File: src/rtl/cmd_pkg.sv
// Command byte definitions, sequencer state encoding and the command whitelist
// shared by cmd_sequencer and its bench.
package cmd_pkg;

  localparam logic [7:0] CMD_EAT   = 8'h65;
  localparam logic [7:0] CMD_SLEEP = 8'h73;
  localparam logic [7:0] CMD_PLAY  = 8'h70;
  localparam logic [7:0] CMD_CLEAN = 8'h63;
  localparam logic [7:0] CMD_HEAL  = 8'h68;
  localparam logic [7:0] CMD_REST  = 8'h7A;
  localparam logic [7:0] CMD_NONE  = 8'h00;

  typedef enum logic [1:0] {
    ST_IDLE = 2'd0,
    ST_HOLD = 2'd1,
    ST_GAP  = 2'd2
  } seq_state_t;

  function automatic logic is_cmd(input logic [7:0] b);
    case (b)
      CMD_EAT, CMD_SLEEP, CMD_PLAY, CMD_CLEAN, CMD_HEAL, CMD_REST: is_cmd = 1'b1;
      default: is_cmd = 1'b0;
    endcase
  endfunction

endpackage

File: src/rtl/cmd_fifo.sv
// Synchronous FIFO for pending commands; DEPTH must be a power of two so the
// pointers wrap naturally. Simultaneous push and pop are honoured even when full.
module cmd_fifo #(
  parameter int DEPTH = 4,
  parameter int WIDTH = 8
) (
  input  logic                     clk,
  input  logic                     reset_n,
  input  logic                     push,
  input  logic [WIDTH-1:0]         wdata,
  input  logic                     pop,
  output logic [WIDTH-1:0]         rdata,
  output logic                     full,
  output logic                     empty,
  output logic [$clog2(DEPTH):0]   level
);

  localparam int AW = $clog2(DEPTH);

  logic [WIDTH-1:0] mem_q [DEPTH];
  logic [AW-1:0]    wr_ptr_q, wr_ptr_d;
  logic [AW-1:0]    rd_ptr_q, rd_ptr_d;
  logic [AW:0]      count_q, count_d;
  logic             push_ok, pop_ok;

  assign full  = (count_q == (AW+1)'(DEPTH));
  assign empty = (count_q == '0);
  assign level = count_q;
  assign rdata = mem_q[rd_ptr_q];

  // A full FIFO still accepts a write when the head leaves in the same cycle.
  assign push_ok = push && (!full || pop);
  assign pop_ok  = pop && !empty;

  always_comb begin
    wr_ptr_d = wr_ptr_q + AW'(push_ok);
    rd_ptr_d = rd_ptr_q + AW'(pop_ok);
    count_d  = count_q + (AW+1)'(push_ok) - (AW+1)'(pop_ok);
  end

  always_ff @(posedge clk or negedge reset_n) begin
    if (!reset_n) begin
      wr_ptr_q <= '0;
      rd_ptr_q <= '0;
      count_q  <= '0;
    end else begin
      wr_ptr_q <= wr_ptr_d;
      rd_ptr_q <= rd_ptr_d;
      count_q  <= count_d;
    end
  end

  always_ff @(posedge clk) begin
    if (push_ok) mem_q[wr_ptr_q] <= wdata;
  end

endmodule

File: src/rtl/cmd_sequencer.sv
// Filters UART bytes against the command whitelist, queues them and presents each
// for HOLD_CYCLES followed by GAP_CYCLES of 0x00. CMD_CASE_FOLD_EN folds A-Z to a-z.
module cmd_sequencer
  import cmd_pkg::*;
#(
  parameter int HOLD_CYCLES = 1000,
  parameter int GAP_CYCLES  = 16,
  parameter int QUEUE_DEPTH = 4
) (
  input  logic                           clk,
  input  logic                           reset_n,
  input  logic [7:0]                     rx_data,
  input  logic                           rx_valid,
  output logic [7:0]                     cmd,
  output logic                           busy,
  output logic [$clog2(QUEUE_DEPTH):0]   queue_level,
  output logic [7:0]                     drop_count
);

  localparam int LVL_W   = $clog2(QUEUE_DEPTH) + 1;
  localparam int CNT_MAX = (HOLD_CYCLES > GAP_CYCLES) ? HOLD_CYCLES : GAP_CYCLES;
  localparam int CNT_W   = (CNT_MAX > 1) ? $clog2(CNT_MAX) : 1;
  localparam logic [CNT_W-1:0] HOLD_LD = CNT_W'(HOLD_CYCLES - 1);
  localparam logic [CNT_W-1:0] GAP_LD  = CNT_W'(GAP_CYCLES - 1);

  seq_state_t       state_q, state_d;
  logic [CNT_W-1:0] cnt_q, cnt_d;
  logic [7:0]       cmd_q, cmd_d;
  logic [7:0]       drop_q, drop_d;
  logic             busy_q, busy_d;
  logic [7:0]       rx_byte, head;
  logic             push, pop, full, empty, push_ok;
  logic [LVL_W-1:0] level, level_nxt;

  always_comb begin
    rx_byte = rx_data;
`ifdef CMD_CASE_FOLD_EN
    if (rx_data >= 8'h41 && rx_data <= 8'h5A) rx_byte = rx_data + 8'h20;
`endif
  end

  assign push = rx_valid && is_cmd(rx_byte);

  cmd_fifo #(.DEPTH(QUEUE_DEPTH), .WIDTH(8)) u_fifo (
    .clk     (clk),
    .reset_n (reset_n),
    .push    (push),
    .wdata   (rx_byte),
    .pop     (pop),
    .rdata   (head),
    .full    (full),
    .empty   (empty),
    .level   (level)
  );

  always_comb begin
    state_d = state_q;
    cnt_d   = cnt_q;
    cmd_d   = cmd_q;
    pop     = 1'b0;
    case (state_q)
      ST_IDLE: begin
        cmd_d = CMD_NONE;
        if (!empty) begin
          pop     = 1'b1;
          cmd_d   = head;
          cnt_d   = HOLD_LD;
          state_d = ST_HOLD;
        end
      end
      ST_HOLD: begin
        if (cnt_q != '0) cnt_d = cnt_q - 1'b1;
        else begin
          cmd_d   = CMD_NONE;
          cnt_d   = GAP_LD;
          state_d = ST_GAP;
        end
      end
      ST_GAP: begin
        if (cnt_q != '0) cnt_d = cnt_q - 1'b1;
        else if (!empty) begin
          // Chain straight into the next command without passing through IDLE.
          pop     = 1'b1;
          cmd_d   = head;
          cnt_d   = HOLD_LD;
          state_d = ST_HOLD;
        end else begin
          state_d = ST_IDLE;
        end
      end
      default: begin
        cmd_d   = CMD_NONE;
        cnt_d   = '0;
        state_d = ST_IDLE;
      end
    endcase
  end

  // busy is registered, so it is derived from next-cycle state and FIFO occupancy.
  always_comb begin
    push_ok   = push && (!full || pop);
    level_nxt = level + LVL_W'(push_ok) - LVL_W'(pop);
    busy_d    = (state_d != ST_IDLE) || (level_nxt != '0);
    drop_d    = drop_q;
    if (push && full && !pop && drop_q != 8'hFF) drop_d = drop_q + 8'd1;
  end

  always_ff @(posedge clk or negedge reset_n) begin
    if (!reset_n) begin
      state_q <= ST_IDLE;
      cnt_q   <= '0;
      cmd_q   <= CMD_NONE;
      drop_q  <= '0;
      busy_q  <= 1'b0;
    end else begin
      state_q <= state_d;
      cnt_q   <= cnt_d;
      cmd_q   <= cmd_d;
      drop_q  <= drop_d;
      busy_q  <= busy_d;
    end
  end

  assign cmd         = cmd_q;
  assign busy        = busy_q;
  assign drop_count  = drop_q;
  assign queue_level = level;

endmodule

File: config.mk
export PLATFORM = sky130hd
export DESIGN_NAME = cmd_sequencer
export DESIGN_NICKNAME = d
export VERILOG_FILES = /design/src/rtl/cmd_pkg.sv /design/src/rtl/cmd_fifo.sv /design/src/rtl/cmd_sequencer.sv
export SDC_FILE = /design/constraint.sdc
export NUM_CORES = 1
export LEC_CHECK = 0
export BUFFER_PORTS_ARGS = -buffer_cell sky130_fd_sc_hd__clkbuf_2
export CAP_MARGIN = 0
export CORE_UTILIZATION = 45
export CTS_BUF_LIST = sky130_fd_sc_hd__clkbuf_4 sky130_fd_sc_hd__clkbuf_8
export DETAILED_ROUTE_END_ITERATION = 6
export GPL_TIMING_DRIVEN = 0
export PLACE_DENSITY_LB_ADDON = 0.3
export SLEW_MARGIN = 20
export SYNTH_ARGS = -nofsm -noshare
export SYNTH_HDL_FRONTEND = slang
export SYNTH_HIERARCHICAL = 1
export SYNTH_SLANG_ARGS = --single-unit
export TNS_END_PERCENT = 50
File: constraint.sdc
create_clock -name clk -period 4.5 [get_ports clk]
set_input_delay 0.225 -clock clk [delete_from_list [all_inputs] [get_ports clk]]
set_output_delay 0.225 -clock clk [all_outputs]
set_load 0.005 [all_outputs]
## Word level (Yosys, flattened, before mapping)

Memory sizes are Yosys's and may differ from the RTL's.
Cells that the tools add are included.

| operators by class | value |
|---|---|
| equality and inequality tests | 13 |
| reduce and logical (&&, ||, !) cells | 18 |
| add/sub/neg operators | 7 |
| multiplexer cells | 20 |

Operator list:

| operator | number |
|---|---|
| $eq A8 B7 Y1 const B | 6 |
| $mux W8 | 4 |
| $mux W10 | 3 |
| $pmux W10 S3 | 1 |
| $pmux W8 S3 | 1 |
| $reduce_bool A10 Y1 | 1 |
| $sub A10 B1 Y10 const B | 1 |
| $add A8 B1 Y8 const B | 1 |
| $ne A8 B8 Y1 const B | 1 |
| $logic_and A1 B1 Y1 | 6 |
| $mux W1 | 6 |
| $mux W2 | 3 |
| $ne A2 B2 Y1 const B | 3 |
| $pmux W2 S3 | 1 |
| $reduce_or A6 Y1 | 1 |
| $sub A3 B1 Y3 | 2 |
| $add A2 B1 Y2 | 2 |
| $add A3 B1 Y3 | 1 |
| $eq A3 B3 Y1 const B | 1 |
| $logic_not A1 Y1 | 3 |
| $logic_not A3 Y1 | 1 |
| $reduce_and A3 Y1 | 1 |
| $reduce_bool A3 Y1 | 1 |
| $eq A2 B1 Y1 const B | 1 |
| other kinds (5) | 6 |

| storage, ports and cells | value |
|---|---|
| memories | 1 |
| bits of input ports | 11 |
| bits in writable memories | 32 |
| output and inout bits | 20 |
| word-level logic and storage cells | 67 |
| register bits after elaboration | 36 |

Memories:

| memory | depth | width | rd ports | clocked after Yosys merged registers in | write ports | line | source |
|---|---|---|---|---|---|---|---|
| u_fifo.mem_q | 4 | 8 | 1 | 0 | 1 | cmd_fifo.sv:20 | `logic [WIDTH-1:0] mem_q [DEPTH];` |

## Logic depth before layout (Yosys ltp)

| logic depth | value |
|---|---|
| depth after elaboration | 10 |
| depth in mapped cells | 15 |
| depth with buffers taken out | 14 |

## Cells and area by module

The synthesis kept the hierarchy.

By module, submodules not included:

| module | area an instance (um2) | sequential area each (um2) | times used | cells each |
|---|---|---|---|---|
| cmd_sequencer | 1747.9 | 725.7 | 1 | 186 |
| cmd_fifo | 1535.2 | 1136.1 | 1 | 72 |

## Worst setup path after synthesis

OpenSTA, ideal clock, no wires.

| timing | value |
|---|---|
| path kind | flip-flop to flip-flop |
| start | register cnt_q[0] |
| end | register busy_q, in the netlist busy |
| clock period less this slack | 3.342 ns |
| cell stages (with the launch flop) | 16 |
| slack | 1.158 ns |
| required time | 4.367 ns |
| path buffers | 1 |
| arrival | 3.209 ns |
| library setup time | 0.133 ns |
| path through | dfrtp_1 -> inv_1 -> ha_1 -> or4b_1 -> o31ai_2 -> nand2b_1 -> buf_2 -> o21ai_2 -> nand2_1 -> ha_1 -> inv_1 -> ha_1 -> fa_1 -> xnor2_1 -> xnor2_1 -> nand4_1 |

| on the way | value |
|---|---|
| longest elaborated chain between the ends | 9 |
| elaborated cells on any way between the ends | 13 |
| classes of those cells | add/sub: 2; mux: 5; reduce/logical: 6 |

Ends and longest elaborated chain:

| item | line | source |
|---|---|---|
| start, declared | cmd_sequencer.sv:27 | `logic [CNT_W-1:0] cnt_q, cnt_d;` |
| start signal, assigned | cmd_sequencer.sv:117 | `cnt_q <= cnt_d;` |
| $reduce_bool A10 Y1 * | cmd_sequencer.sv:72, cmd_sequencer.sv:80 |  |
| $mux W1 | cmd_sequencer.sv:80 | `if (cnt_q != '0) cnt_d = cnt_q - 1'b1;` |
| $pmux W1 S2 | cmd_sequencer.sv:61 | `case (state_q)` |
| $logic_or A1 B1 Y1 | cmd_sequencer.sv:101 | `push_ok = push && (!full \|\| pop);` |
| $logic_and A1 B1 Y1 | cmd_sequencer.sv:101 |  |
| $add A3 B1 Y3 | cmd_sequencer.sv:102 | `level_nxt = level + LVL_W'(push_ok) - LVL_W'(pop);` |
| $sub A3 B1 Y3 | cmd_sequencer.sv:102 |  |
| $reduce_bool A3 Y1 | cmd_sequencer.sv:103 | `busy_d = (state_d != ST_IDLE) \|\| (level_nxt != '0);` |
| $logic_or A1 B1 Y1 * | cmd_sequencer.sv:103 |  |
| named net busy_d | cmd_sequencer.sv:30 | `logic busy_q, busy_d;` |
| end signal, assigned | cmd_sequencer.sv:120 | `busy_q <= busy_d;` |
| end, declared | cmd_sequencer.sv:30 |  |

The timed path passes the listed nets; every way through them passes the cells marked *.
A chain may end at the register's enable or synchronous reset.

## Worst setup path after layout

Ends and elaborated chain as after synthesis.

==> results.rst <==
.. list-table::
   :header-rows: 1

   * - Metric
     - Value
   * - Outcome
     - complete, no violations
   * - Die Wd
     - 87.42 microns
   * - Number of resized instances in the post-cts repair step
     - 0
   * - Number of clock sinks seen by CTS
     - 68
   * - Global-route wire length before repair
     - 10610 microns
   * - Number of hold violations in the final report
     - 0
   * - GR Layer Usage met3
     - 0.05498
   * - Unrepaired setup endpoints after global routing
     - false
   * - Clock root buffer master
     - sky130_fd_sc_hd__clkbuf_8
   * - Number of CTS-inserted buffers
     - 9
   * - Detailed placer's ending HPWL
     - approximately 4300 microns
   * - Fraction of layout cells with a size suffix above 1
     - 0.2353
   * - Met1 track utilization from global routing
     - 0.2480
   * - Vias in the first global route
     - 2167
   * - Final global-route overflow total
     - 0
   * - Mean instance size in the synthesized netlist
     - between 10 and 15 sq um
   * - Final Hold Slack
     - ~0.0034 ns
   * - Cell count after synthesis
     - ~260
   * - Core Area
     - 6907 sq um
   * - Die height
     - approximately 90 microns
   * - Starting density of the core
     - 0.4754
   * - Total number of placement rows
     - 30
   * - Final setup violating endpoints
     - 0
   * - Least-Margin Pin Slew
     - between 0.9 and 1 ns
   * - Port buffer count
     - 30
   * - Most instantiated cells after synthesis
     - sky130_fd_sc_hd__dfrtp_1, sky130_fd_sc_hd__edfxtp_1, sky130_fd_sc_hd__nand2_1, sky130_fd_sc_hd__nor2_1, sky130_fd_sc_hd__xor2_1
   * - Required time of the critical path
     - 4.70 ns
   * - Worst reg2reg path startpoint
     - cnt_q[0]
   * - Largest net degree at the start of global routing
     - 37
   * - Clock tree from TritonCTS
     - built
   * - Kind of capture point of the worst setup path
     - flip-flop
   * - Sum of internal, switching and leakage power
     - roughly 1.4 mW
   * - Clock Latency Late Sink
     - approximately 0.34 ns
   * - Global Route Usage Sum
     - 0.1858
   * - Max Cap Viol
     - 0
   * - Final net count
     - between 300 and 400
   * - Final Util
     - 0.5504
   * - Max-Slew Margin vs Limit
     - 0.3516
   * - Crit start category
     - flip-flop
   * - Detail-routed via count per cell
     - about 5.5
   * - Worst setup skew after layout
     - roughly 0.0065 ns
   * - Clock-pin slew on the worst setup and hold paths
     - around 0.07 ns
   * - Number of nets produced by synthesis
     - between 200 and 300
   * - Count of flip-flops with a built-in enable after synthesis
     - 32
   * - Routability cong.
     - 0.7682
   * - Synth warnings
     - 6
   * - Total DRC errors in the routed layout
     - 0
   * - Number of detailed-routing iterations run before antenna repair
     - 4
   * - Worst endpoint data arrival time
     - between 3 and 4 ns
   * - Time the final worst path needs with I/O delays and setup
     - approximately 3.8 ns
   * - Number of register bits inferred by synthesis
     - 68
   * - Hold crit path type
     - input port to async pin
   * - Remaining antenna violation count after routing
     - 0
   * - Highest achievable clock rate
     - around 0.27 GHz
   * - Post-layout instance area
     - roughly 3800 sq um
   * - Die area
     - ~7600 sq um
   * - Final clock period utilization by the worst path
     - 0.8366
   * - Reg-to-Reg End
     - busy
   * - CP Class
     - flip-flop to flip-flop
   * - Synth unique cells
     - 54
   * - Cell area after synthesis
     - roughly 3300 sq um
   * - Routed WL per cell
     - 15.36 microns
   * - Max Fanout on Critical Path
     - 8
   * - Final number of max-transition violations
     - 0
   * - Number of inserted diodes
     - 0
   * - Fraction of synthesis flops using an asynchronous set or reset pin
     - 0.5294
   * - Power per unit of standard cell area
     - around 370 nW/um^2
   * - Library cell with the highest instance count after synthesis
     - sky130_fd_sc_hd__dfrtp_1
   * - Placed standard-cell area
     - between 3000 and 4000 sq um
   * - Largest vdd supply drop
     - 0.1742 mV
   * - Main area contributors after synthesis
     - sky130_fd_sc_hd__edfxtp_1, sky130_fd_sc_hd__dfrtp_1, sky130_fd_sc_hd__mux4_2
   * - I/O Pins
     - 31
   * - Worst-case reg-to-reg path depth
     - 15
   * - Maximum clock insertion buffer count
     - 2
   * - Fraction of met2 tracks used by global routing
     - 0.2905
   * - Total Routed Length
     - 6175 microns
   * - Antenna violations before repair
     - 0
   * - H-Tree Level Count
     - 3
   * - Detailed router's first-iteration violation count
     - 83
   * - Post-CTS Setup Bufs
     - 0
   * - Final TNS setup
     - 0 ns
   * - Layout Area Growth over Synthesis
     - 15.78%
   * - Pleak
     - ~1.6 nW
   * - Post-synthesis sequential area ratio
     - 0.5671
   * - Internal reg-to-reg setup slack
     - between 0.7 and 0.8 ns
   * - Share of the synthesized area in the top cell type
     - 0.2927
   * - Via count
     - roughly 2200
   * - Leading area contributor after synthesis
     - sky130_fd_sc_hd__edfxtp_1
   * - Number of buffers inserted for hold repair after clock tree synthesis
     - 0
   * - Most congested layer reported by global routing
     - met2
   * - Top_reg_cell synth
     - sky130_fd_sc_hd__dfrtp_1
## layer usage
metal | routed length [microns] | part of all wire
met5 | 0 | 0
met4 | 57 | 0.0092
met3 | 259 | 0.042
met2 | 2975 | 0.48
met1 | 2884 | 0.47
## worst max-delay path by stage
stage | from | endpoint | depth (start not counted)
2_1_floorplan | cnt_q[0] | busy | 15
3_3_place_gp | cnt_q[0] | u_fifo/mem_q[0][6] | 9
3_5_place_dp | cnt_q[0] | busy | 15
4_1_cts | cnt_q[0] | busy | 15
5_1_grt | cnt_q[0] | busy | 15
6_report | cnt_q[0] | busy | 15
## per-stage QoR
stage / cells / worst slack [ns]
after floorplan: 258 / 1.158
after global placement: 384 / 0.3621
after detailed placement: 386 / 0.7861
after CTS: 402 / 0.7482
after global routing: 402 / 0.4699
final: 402 / 0.7351
## cells in the final DEF (no fill, tap or decap), types with 3 or more instances in the layout
master and instances:
sky130_fd_sc_hd__inv_1 10, sky130_fd_sc_hd__nand2b_1 4, sky130_fd_sc_hd__clkinv_2 3, sky130_fd_sc_hd__nor3_1 8, sky130_fd_sc_hd__buf_2 6, sky130_fd_sc_hd__o21bai_1 3
sky130_fd_sc_hd__or3_1 3, sky130_fd_sc_hd__mux4_2 8, sky130_fd_sc_hd__nor4b_1 3, sky130_fd_sc_hd__xor2_1 11, sky130_fd_sc_hd__dfrtp_1 36, sky130_fd_sc_hd__a22oi_1 8
sky130_fd_sc_hd__ha_1 9, sky130_fd_sc_hd__nor2b_1 3, sky130_fd_sc_hd__nor2_1 13, sky130_fd_sc_hd__nand2_1 18, sky130_fd_sc_hd__clkbuf_8 9, sky130_fd_sc_hd__clkbuf_2 30
sky130_fd_sc_hd__and3_1 3, sky130_fd_sc_hd__a31oi_1 3, sky130_fd_sc_hd__a21oi_1 5, sky130_fd_sc_hd__xnor2_1 5, sky130_fd_sc_hd__nand4_1 4, sky130_fd_sc_hd__clkbuf_1 3
sky130_fd_sc_hd__nand3_1 5, sky130_fd_sc_hd__o21ai_1 9, sky130_fd_sc_hd__a311oi_1 4, sky130_fd_sc_hd__edfxtp_1 32, sky130_fd_sc_hd__o21ai_0 3, sky130_fd_sc_hd__nor4_1 8
## flip-flops by register name, summed over array words and instances (netlist names)
signal           count
cmd                  8
u_fifo/wr_ptr_q      2
u_fifo/level         3
u_fifo/mem_q        32
busy                 1
u_fifo/rd_ptr_q      2
state_q              2
drop_count           8
cnt_q               10
## power breakdown
part | leakage [nW] | internal [mW] | switching (mW)
Clock | 0.109 | 0.310 | 0.227
Combinational | 0.747 | 0.0732 | 0.0792
Sequential | 0.704 | 0.672 | 0.0401
## worst max-delay path, cell delays in order (launching register included)
cell	delay, ns
sky130_fd_sc_hd__dfrtp_1	0.44
sky130_fd_sc_hd__inv_1	0.13
sky130_fd_sc_hd__ha_1	0.14
sky130_fd_sc_hd__or4b_1	0.50
sky130_fd_sc_hd__o31ai_2	0.39
sky130_fd_sc_hd__nand2b_1	0.09
sky130_fd_sc_hd__buf_2	0.19
sky130_fd_sc_hd__o21ai_2	0.33
sky130_fd_sc_hd__nand2_1	0.10
sky130_fd_sc_hd__ha_1	0.28
sky130_fd_sc_hd__inv_1	0.04
sky130_fd_sc_hd__ha_1	0.18
sky130_fd_sc_hd__fa_1	0.38
sky130_fd_sc_hd__xnor2_1	0.17
sky130_fd_sc_hd__xnor2_1	0.13
sky130_fd_sc_hd__nand4_1	0.13
## cells by family after synthesis
family                     after synthesis  synth area share
muxes                                   10           0.06136
DFF                                     68            0.5671
and+or+nand+nor                         87            0.1570
xor gates and xnor gates                16           0.04268
adders and majority gates               12           0.04954
buffers and inverters                   20           0.02896
AOI/OAI and AO/OA                       45           0.09337
## cell type report
type | instances | area (sq um)
Buffer | 10 | 57.56
Inverter | 10 | 37.54
Clock inverter | 7 | 91.34
Clock buffer | 9 | 123.9
Sequential cell | 68 | 1862
Tap cell | 96 | 120.1
Multi-Input combinational cell | 170 | 1349
Timing Repair Buffer | 32 | 160.2
Fill cell | 612 | 3105
Note: power is estimated with default switching activity, not from simulation.
